**src/rtl/multicycle_controller.sv**
```systemverilog
// -----------------------------------------------------------------------------
// multicycle_controller
// Moore-style control FSM for a shared-memory, multicycle RV32I datapath.
// Fetch, decode, execute, memory and writeback each take their own cycle and
// reuse one ALU and one memory port. Memory accesses use a mem_req/mem_ready
// handshake guarded by a watchdog (MEM_TIMEOUT wait cycles, 0 = disabled).
//
// Build option:
//   ILLEGAL_TRAP_EN - when defined, an unknown opcode halts the FSM and sets
//                     the sticky illegal_instr output. When undefined, an
//                     unknown opcode retires as a NOP straight from DECODE.
// -----------------------------------------------------------------------------
module multicycle_controller #(
    parameter int MEM_TIMEOUT = 255
) (
    input  logic       clk,
    input  logic       reset,
    input  logic [6:0] op,
    input  logic [2:0] funct3,
    input  logic       Zero,
    input  logic       ALUR31,
    input  logic       mem_ready,
    output logic       mem_req,
    output logic       AdrSrc,
    output logic       MemWrite,
    output logic       IRWrite,
    output logic       PCWrite,
    output logic       RegWrite,
    output logic       jalr,
    output logic [1:0] ALUSrcA,
    output logic [1:0] ALUSrcB,
    output logic [1:0] ALUOp,
    output logic [1:0] ResultSrc,
    output logic [1:0] ImmSrc,
    output logic       instr_done,
`ifdef ILLEGAL_TRAP_EN
    output logic       illegal_instr,
`endif
    output logic       bus_err
);

    // Opcodes recognised by the decoder
    localparam logic [6:0] OP_LOAD  = 7'b0000011;
    localparam logic [6:0] OP_STORE = 7'b0100011;
    localparam logic [6:0] OP_RTYPE = 7'b0110011;
    localparam logic [6:0] OP_ITYPE = 7'b0010011;
    localparam logic [6:0] OP_BR    = 7'b1100011;
    localparam logic [6:0] OP_JAL   = 7'b1101111;
    localparam logic [6:0] OP_JALR  = 7'b1100111;

    // Watchdog counter sized to hold MEM_TIMEOUT; saturates so a disabled
    // watchdog never wraps back through the compare value.
    localparam int              CNT_W     = (MEM_TIMEOUT < 32'sd2) ? 32'sd1
                                            : $clog2(MEM_TIMEOUT + 32'sd1);
    localparam logic [CNT_W-1:0] TIMEOUT_C = CNT_W'(MEM_TIMEOUT);
    localparam logic [CNT_W-1:0] CNT_MAX   = {CNT_W{1'b1}};
    localparam logic [CNT_W-1:0] CNT_ONE   = CNT_W'(1'b1);
    localparam bit               WDOG_EN   = (MEM_TIMEOUT != 32'sd0);

    typedef enum logic [3:0] {
        st_fetch    = 4'd0,
        st_decode   = 4'd1,
        st_memadr   = 4'd2,
        st_memread  = 4'd3,
        st_memwb    = 4'd4,
        st_memwrite = 4'd5,
        st_execr    = 4'd6,
        st_execi    = 4'd7,
        st_aluwb    = 4'd8,
        st_branch   = 4'd9,
        st_jal      = 4'd10,
        st_jalr     = 4'd11,
        st_jalrwb   = 4'd12,
        st_halt     = 4'd13
    } state_t;

    state_t           state_r;
    state_t           state_s;
    logic [CNT_W-1:0] wait_cnt_r;
    logic             bus_err_r;
    logic             in_mem_s;
    logic             timeout_s;
    logic             op_known_s;
    logic             taken_s;

    // Memory-access states and watchdog expiry (mem_ready in the same cycle wins)
    always_comb begin
        in_mem_s  = (state_r == st_fetch) || (state_r == st_memread) ||
                    (state_r == st_memwrite);
        timeout_s = WDOG_EN && in_mem_s && !mem_ready && (wait_cnt_r == TIMEOUT_C);
    end

    // Opcode legality check used by DECODE
    always_comb begin
        op_known_s = 1'b0;
        case (op)
            OP_LOAD, OP_STORE, OP_RTYPE, OP_ITYPE,
            OP_BR, OP_JAL, OP_JALR: op_known_s = 1'b1;
            default:                op_known_s = 1'b0;
        endcase
    end

    // Branch condition from funct3; unsupported encodings are never taken
    always_comb begin
        taken_s = 1'b0;
        case (funct3)
            3'b000:  taken_s = Zero;
            3'b001:  taken_s = !Zero;
            3'b100:  taken_s = ALUR31;
            3'b101:  taken_s = !ALUR31;
            default: taken_s = 1'b0;
        endcase
    end

    // Immediate format select, decoded straight from the opcode
    always_comb begin
        ImmSrc = 2'b00;
        case (op)
            OP_STORE: ImmSrc = 2'b01;
            OP_BR:    ImmSrc = 2'b10;
            OP_JAL:   ImmSrc = 2'b11;
            default:  ImmSrc = 2'b00;
        endcase
    end

    // Next-state logic
    always_comb begin
        state_s = state_r;
        case (state_r)
            st_fetch: begin
                if (mem_ready)      state_s = st_decode;
                else if (timeout_s) state_s = st_halt;
                else                state_s = st_fetch;
            end
            st_decode: begin
                case (op)
                    OP_LOAD, OP_STORE: state_s = st_memadr;
                    OP_RTYPE:          state_s = st_execr;
                    OP_ITYPE:          state_s = st_execi;
                    OP_BR:             state_s = st_branch;
                    OP_JAL:            state_s = st_jal;
                    OP_JALR:           state_s = st_jalr;
`ifdef ILLEGAL_TRAP_EN
                    default:           state_s = st_halt;
`else
                    default:           state_s = st_fetch;
`endif
                endcase
            end
            st_memadr: begin
                if (op[5]) state_s = st_memwrite;
                else       state_s = st_memread;
            end
            st_memread: begin
                if (mem_ready)      state_s = st_memwb;
                else if (timeout_s) state_s = st_halt;
                else                state_s = st_memread;
            end
            st_memwrite: begin
                if (mem_ready)      state_s = st_fetch;
                else if (timeout_s) state_s = st_halt;
                else                state_s = st_memwrite;
            end
            st_memwb:  state_s = st_fetch;
            st_execr:  state_s = st_aluwb;
            st_execi:  state_s = st_aluwb;
            st_aluwb:  state_s = st_fetch;
            st_branch: state_s = st_fetch;
            st_jal:    state_s = st_aluwb;
            st_jalr:   state_s = st_jalrwb;
            st_jalrwb: state_s = st_fetch;
            st_halt:   state_s = st_halt;
            default:   state_s = st_fetch;
        endcase
    end

    // State register
    always_ff @(posedge clk) begin
        if (reset) state_r <= st_fetch;
        else       state_r <= state_s;
    end

    // Watchdog counter: cleared on every state change, counts unanswered requests
    always_ff @(posedge clk) begin
        if (reset)                                            wait_cnt_r <= {CNT_W{1'b0}};
        else if (state_s != state_r)                          wait_cnt_r <= {CNT_W{1'b0}};
        else if (in_mem_s && !mem_ready && wait_cnt_r != CNT_MAX) wait_cnt_r <= wait_cnt_r + CNT_ONE;
        else                                                  wait_cnt_r <= wait_cnt_r;
    end

    // Sticky bus error flag
    always_ff @(posedge clk) begin
        if (reset)          bus_err_r <= 1'b0;
        else if (timeout_s) bus_err_r <= 1'b1;
        else                bus_err_r <= bus_err_r;
    end

    assign bus_err = bus_err_r;

`ifdef ILLEGAL_TRAP_EN
    logic illegal_r;

    // Sticky illegal-opcode flag raised from DECODE
    always_ff @(posedge clk) begin
        if (reset)                                     illegal_r <= 1'b0;
        else if (state_r == st_decode && !op_known_s)  illegal_r <= 1'b1;
        else                                           illegal_r <= illegal_r;
    end

    assign illegal_instr = illegal_r;
`endif

    // Per-state datapath controls; reset forces enables low with FETCH selects
    always_comb begin
        mem_req    = 1'b0;
        AdrSrc     = 1'b0;
        MemWrite   = 1'b0;
        IRWrite    = 1'b0;
        PCWrite    = 1'b0;
        RegWrite   = 1'b0;
        jalr       = 1'b0;
        ALUSrcA    = 2'b00;
        ALUSrcB    = 2'b00;
        ALUOp      = 2'b00;
        ResultSrc  = 2'b00;
        instr_done = 1'b0;
        if (reset) begin
            ALUSrcB   = 2'b10;
            ResultSrc = 2'b10;
        end else begin
            case (state_r)
                st_fetch: begin
                    mem_req   = 1'b1;
                    ALUSrcB   = 2'b10;
                    ResultSrc = 2'b10;
                    IRWrite   = mem_ready;
                    PCWrite   = mem_ready;
                end
                st_decode: begin
                    ALUSrcA    = 2'b01;
                    ALUSrcB    = 2'b01;
`ifdef ILLEGAL_TRAP_EN
                    instr_done = 1'b0;
`else
                    instr_done = !op_known_s;
`endif
                end
                st_memadr: begin
                    ALUSrcA = 2'b10;
                    ALUSrcB = 2'b01;
                end
                st_memread: begin
                    mem_req = 1'b1;
                    AdrSrc  = 1'b1;
                end
                st_memwb: begin
                    ResultSrc  = 2'b01;
                    RegWrite   = 1'b1;
                    instr_done = 1'b1;
                end
                st_memwrite: begin
                    mem_req    = 1'b1;
                    AdrSrc     = 1'b1;
                    MemWrite   = 1'b1;
                    instr_done = mem_ready;
                end
                st_execr: begin
                    ALUSrcA = 2'b10;
                    ALUSrcB = 2'b00;
                    ALUOp   = 2'b10;
                end
                st_execi: begin
                    ALUSrcA = 2'b10;
                    ALUSrcB = 2'b01;
                    ALUOp   = 2'b10;
                end
                st_aluwb: begin
                    ResultSrc  = 2'b00;
                    RegWrite   = 1'b1;
                    instr_done = 1'b1;
                end
                st_branch: begin
                    ALUSrcA    = 2'b10;
                    ALUSrcB    = 2'b00;
                    ALUOp      = 2'b01;
                    ResultSrc  = 2'b00;
                    PCWrite    = taken_s;
                    instr_done = 1'b1;
                end
                st_jal: begin
                    // PC takes the target held in ALUOut; ALU forms OldPC+4
                    ALUSrcA   = 2'b01;
                    ALUSrcB   = 2'b10;
                    ResultSrc = 2'b00;
                    PCWrite   = 1'b1;
                end
                st_jalr: begin
                    ALUSrcA   = 2'b10;
                    ALUSrcB   = 2'b01;
                    ResultSrc = 2'b10;
                    PCWrite   = 1'b1;
                    jalr      = 1'b1;
                end
                st_jalrwb: begin
                    ALUSrcA    = 2'b01;
                    ALUSrcB    = 2'b10;
                    ResultSrc  = 2'b10;
                    RegWrite   = 1'b1;
                    instr_done = 1'b1;
                end
                st_halt: begin
                    mem_req = 1'b0;
                end
                default: begin
                    mem_req = 1'b0;
                end
            endcase
        end
    end

endmodule

```
**config.mk**
```make
export PLATFORM = sky130hd
export DESIGN_NAME = multicycle_controller
export DESIGN_NICKNAME = d
export VERILOG_FILES = /design/src/rtl/multicycle_controller.sv
export SDC_FILE = /design/constraint.sdc
export NUM_CORES = 1
export LEC_CHECK = 0
export BUFFER_PORTS_ARGS = -buffer_cell sky130_fd_sc_hd__buf_4
export CAP_MARGIN = 25
export CORE_ASPECT_RATIO = 0.75
export CORE_MARGIN = 1
export CORE_UTILIZATION = 39
export CTS_CLUSTER_SIZE = 10
export DETAILED_ROUTE_END_ITERATION = 6
export PLACE_DENSITY = 0.62
export SETUP_SLACK_MARGIN = 0.1
export SYNTH_ARGS = -nofsm -noshare
export SYNTH_HDL_FRONTEND = slang
export SYNTH_SLANG_ARGS = --single-unit
```
**constraint.sdc**
```tcl
create_clock -name clk -period 1.95 [get_ports clk]
set_clock_uncertainty 0.1 [all_clocks]
set_input_delay 0.39 -clock clk [delete_from_list [all_inputs] [get_ports clk]]
set_output_delay 0.39 -clock clk [all_outputs]
set_load 0.03 [all_outputs]
```
After elaboration in Yosys (flattened, before gate mapping)
Index checks and enable logic that the tools add are counted.
{"block": "op_classes", "add_sub_neg": 1, "n_eq_ne": 26, "n_mux": 36, "n_reduce_logical": 26}
{"op": "$pmux 4 s8", "count": 1}
{"op": "$eq 4x4->1 const B", "count": 6}
{"op": "$mux 4", "count": 6}
{"op": "$pmux 4 s6", "count": 1}
{"op": "$eq 7x7->1 const B", "count": 3}
{"op": "$reduce_or 3->1", "count": 6}
{"op": "$eq 4x3->1 const B", "count": 4}
{"op": "$pmux 2 s2", "count": 4}
{"op": "$mux 1", "count": 15}
{"op": "$eq 7x6->1 const B", "count": 2}
{"op": "$reduce_or 2->1", "count": 5}
{"op": "$add 8x1->8 const B", "count": 1}
{"op": "$eq 4x2->1 const B", "count": 2}
{"op": "$eq 8x8->1 const B", "count": 1}
{"op": "$mux 2", "count": 4}
{"op": "$ne 8x8->1 const B", "count": 1}
{"op": "$reduce_or 4->1", "count": 2}
{"op": "$eq 7x2->1 const B", "count": 1}
{"op": "$eq 7x5->1 const B", "count": 1}
{"op": "$reduce_or 7->1", "count": 1}
{"op": "$eq 3x3->1 const B", "count": 2}
{"op": "$pmux 1 s3", "count": 2}
{"op": "$pmux 2 s3", "count": 1}
{"op": "$reduce_or 5->1", "count": 1}
{"op": "other kinds (10)", "count": 16}
{"block": "word_totals", "regBits": 13, "in_bits": 15, "output_inout_bits": 19, "word_cells": 92}

Logic depth before layout (Yosys ltp)
{"block": "logic_depth", "depth_word": 10, "ltp_mapped": 7}

Worst setup path before layout
Ideal clock, no wire load.
{"block": "synth_path", "path_kind": "reg-to-output", "from": "register state_r[0]", "to": "output port PCWrite", "arrival_ps": 1949, "required_ps": 1460, "path_slack_ps": -489, "path_stages_with_launch": 7, "n_path_buf": 2, "cell_sequence": "dfxtp_1 > clkbuf_1 > clkbuf_1 > nor3b_1 > o21ai_0 > o31a_1 > nor3_1"}
{"block": "synth_between", "elab_chain_cells": 4, "elab_cells_between_ends": 7, "cone_classes": "3 x eq/ne; 2 x mux; 2 x reduce/logical"}
{"element": "start: declaration", "line_no": "77", "text": "state_t state_r;"}
{"element": "start signal: assignment", "line_no": "179", "text": "if (reset) state_r <= st_fetch;"}
{"element": "start signal: assignment", "line_no": "180", "text": "else state_r <= state_s;"}
{"element": "$eq 4x4->1", "line_no": "231", "text": "case (state_r)"}
{"element": "$reduce_or 2->1 (no line)"}
{"element": "$pmux 1 s3 (*)", "line_no": "231"}
{"element": "$mux 1 (*)", "line_no": "227", "text": "if (reset) begin"}
{"element": "end: declaration", "line_no": "27", "text": "output logic PCWrite,"}
Mark *: on every way between the ends. The rest lies on a longest branch, timed or not.

Final worst setup path
{"block": "layout_path", "from": "register state_r[3]", "to": "output port IRWrite"}
{"block": "layout_between", "elab_chain_cells": 3}
{"element": "$logic_not 4->1", "line_no": "231"}
{"element": "$mux 1", "line_no": "231"}
{"element": "$mux 1", "line_no": "227"}
{"element": "end: declaration", "line_no": "26", "text": "output logic IRWrite,"}
No other way between the ends.

==> summary.txt <==
Status
  • Failing checks: setup timing
  • Status: complete, but fails checks

Floorplan
  • Vert. Die Dim: 50.4 µm
  • # IOs: 34
  • Std-Cell Rows: 17
  • Core Box Area: 0.00296 mm²
  • Die W: 66.6 µm
  • Die area: 0.00336 mm²
  • Starting density of the core: 0.413

Layout
  • ANT cells: 0
  • Layout area overhead: 103%
  • Most common cell after layout, fill and taps aside: buf_4
  • Most frequent cells in the layout: 60 x buf_4, 29 x buf_6, 14 x nor2_1
  • Fill cells: 162
  • Fraction of layout cells with a size suffix above 1: 0.619
  • Multi-input gate area: 0.00129 mm²
  • Nets@finish: 264
  • Register area: 268 µm²

Worst setup path
  • Crit path largest cell delay: 0.36 ns
  • Crit path max fanout: 4
  • Worst setup EP type: output port
  • Critical path data required time: 1.46 ns
  • Buf/Inv on CP: 3
  • Most used cell, CP: buf_6
  • Type of origin of the critical path: register
  • Crit path kind: register to output port
  • Crit path DAT: 1.75 ns
  • Crit-path slowest cell: or3_4
  • Worst path cell trace: buf_6 > or2_1 > or3_4 > buf_6 > nor3b_4 > buf_6
  • R2r setup slk: -0.28 ns
  • Cell family with the largest share of critical-path delay: simple AND/OR/NAND/NOR gates

Clock network
  • Total number of H-tree levels: 1
  • Clock Path Buffers: 2
  • CTS root buffer: clkbuf_8
  • Clock transition at path regs: 0.05 ns
  • Worst-Skew Late Latency: 0.24 ns
  • CTS tree: done
  • CTS sink cnt: 13
  • CTS buffer count: 3

Placed design
  • Input/output buffers: 33
  • Setup slack after placement: -0.403 ns
  • GP Congestion: 0.902
  • Dpl hpwl: 3.21 mm

Power and ir drop
  • Leak Pwr: 1.02 nW
  • Tot Pwr: 0.000804 W
  • Pwr dens: 324 mW/mm²
  • Max VDD drop: 0.344 mV

STA
  • RSZ-0062 raised after global routing: true
  • Max-slew headroom: 0.779
  • Final hold violation count: 0
  • Least-Margin Pin Slew: 0.327 ns
  • Fin Setup TNS: -4.14 ns
  • Final period util: 1.15
  • Max-slew violations: 0
  • Setup Viol. Count Final: 26
  • Fmax: 446 MHz
  • Hold slack: 0.387 ns
  • Post-layout minimum cycle time: 2.24 ns
  • Setup slack after layout: -0.294 ns

Global route
  • Initial antenna violation count: 0
  • First-pass GRT wire length: 7.40 mm
  • Number of global-route vias before repair: 1557
  • Largest net degree at the start of global routing: 17
  • GRT overflow: 0
  • GR Util All Layers: 0.284

Logic synthesis
  • Ranking of synthesized cells by area: dfxtp_1 21%, nor2_1 5.8%, xor2_1 5.0%
  • Async S/R FF share, synth: 0
  • Top cell type's share of synthesized area: 0.213
  • Avg Synthesized Cell Area: 7.48 µm²
  • Mapped Cells: 163
  • Post-synth EDFFs: 0
  • Synth unique cells: 49
  • Yosys reg bits: 13
  • Post-synthesis sequential area ratio: 0.213
  • Leading area contributor after synthesis: dfxtp_1
  • Main flop type after synthesis: dfxtp_1
  • Yosys synthesis warning count: 0
  • Syn Std Cell Area: 0.00122 mm²
  • Mapped Nets: 179

Route
  • Routed WL: 4.88 mm
  • Via density: 5.71
  • Residual DRC: 0
  • Drt pass-1 iters: 4
  • Total number of vias: 1626
  • Wire per inst: 17.1 µm
  • Drt first-iter violations: 138
  • Final antenna-violating net count: 0

Job
  • Max-cap violations: 0

Min path
  • HP Class: register to register
==> tightest hold or removal path: stages, from the launching register on <==
cell,delay (ns)
dfxtp_1,0.34
nor2_1,0.05
nor2_1,0.06
==> worst paths after layout <==
kind | endpoint | start | cells after the start
max | IRWrite | state_r[3]$_SDFF_PP0_ | 6
min | bus_err$_SDFFE_PP0P_ | bus_err$_SDFFE_PP0P_ | 2
max reg2reg | wait_cnt_r[6]$_SDFFE_PP0P_ | state_r[3]$_SDFF_PP0_ | 8
min reg2reg | bus_err$_SDFFE_PP0P_ | bus_err$_SDFFE_PP0P_ | 2
==> sequential cells by signal (all words and copies together), names as in the netlist <==
register,count
wait_cnt_r,8
bus_err,1
state_r,4
==> cells by family after synthesis <==
| kind of cell | count (synthesis) | share of synthesized area |
|---|---|---|
| AND/OR/NAND/NOR | 87 | 0.425 |
| AO/OA/AOI/OAI | 35 | 0.205 |
| buffers and inverters | 13 | 0.0421 |
| flip-flops | 13 | 0.213 |
| XOR/XNOR | 10 | 0.0718 |
| multiplexers | 4 | 0.0328 |
| adder cells (fa/ha/maj) | 1 | 0.0103 |
==> Yosys cell counts, types with 4 or more instances <==
master     n
a21oi_1   11
and3_1     5
clkbuf_1   8
dfxtp_1   13
mux2i_1    4
nand2_1    8
nand3_1    5
nor2_1    19
nor2b_1    7
nor3_1    12
xor2_1     7
==> metrics by stage <==
stage | std cells | utilization | area [µm²]
after floorplan | 163 | - | 1410
after global placement | 265 | 0.654 | 1930
after detailed placement | 265 | 0.654 | 1930
after CTS | 280 | 0.762 | 2250
after global routing | 285 | 0.838 | 2480
final | 285 | 0.838 | 2480
==> what timing repair did <==
item                       CTS  global route
pin swaps                    5            20
buffers inserted            11             6
gates resized for setup     51            43
setup endpoints to repair   30            28
hold buffers                 0             0
cloned                       0             0
==> report_power, final <==
group          internal, W  total (W)  switching [W]  leakage [nW]
clock network     0.000144   0.000233      0.0000887        0.0228
registers         0.000269   0.000271     0.00000260         0.107
logic             0.000154   0.000300       0.000145         0.890
==> routing by layer <==
| metal | vias to the layer above | routed length (µm) | GRT usage |
|---|---|---|---|
| met5 | - | 0 | 0 |
| met4 | 0 | 38 | 0.0213 |
| met3 | 4 | 329 | 0.0591 |
| met2 | 76 | 2290 | 0.453 |
| met1 | 772 | 2220 | 0.407 |
| li1 | 774 | - | - |
==> area by class of cell <==
cell class,instances,area share
multi-input combinational,137,0.521
timing repair buffer,92,0.332
sequential,13,0.108
tap,38,0.0192
clock buffer,4,0.0182
inverter,1,0.00151
Note: power is estimated with default switching activity, not from simulation.
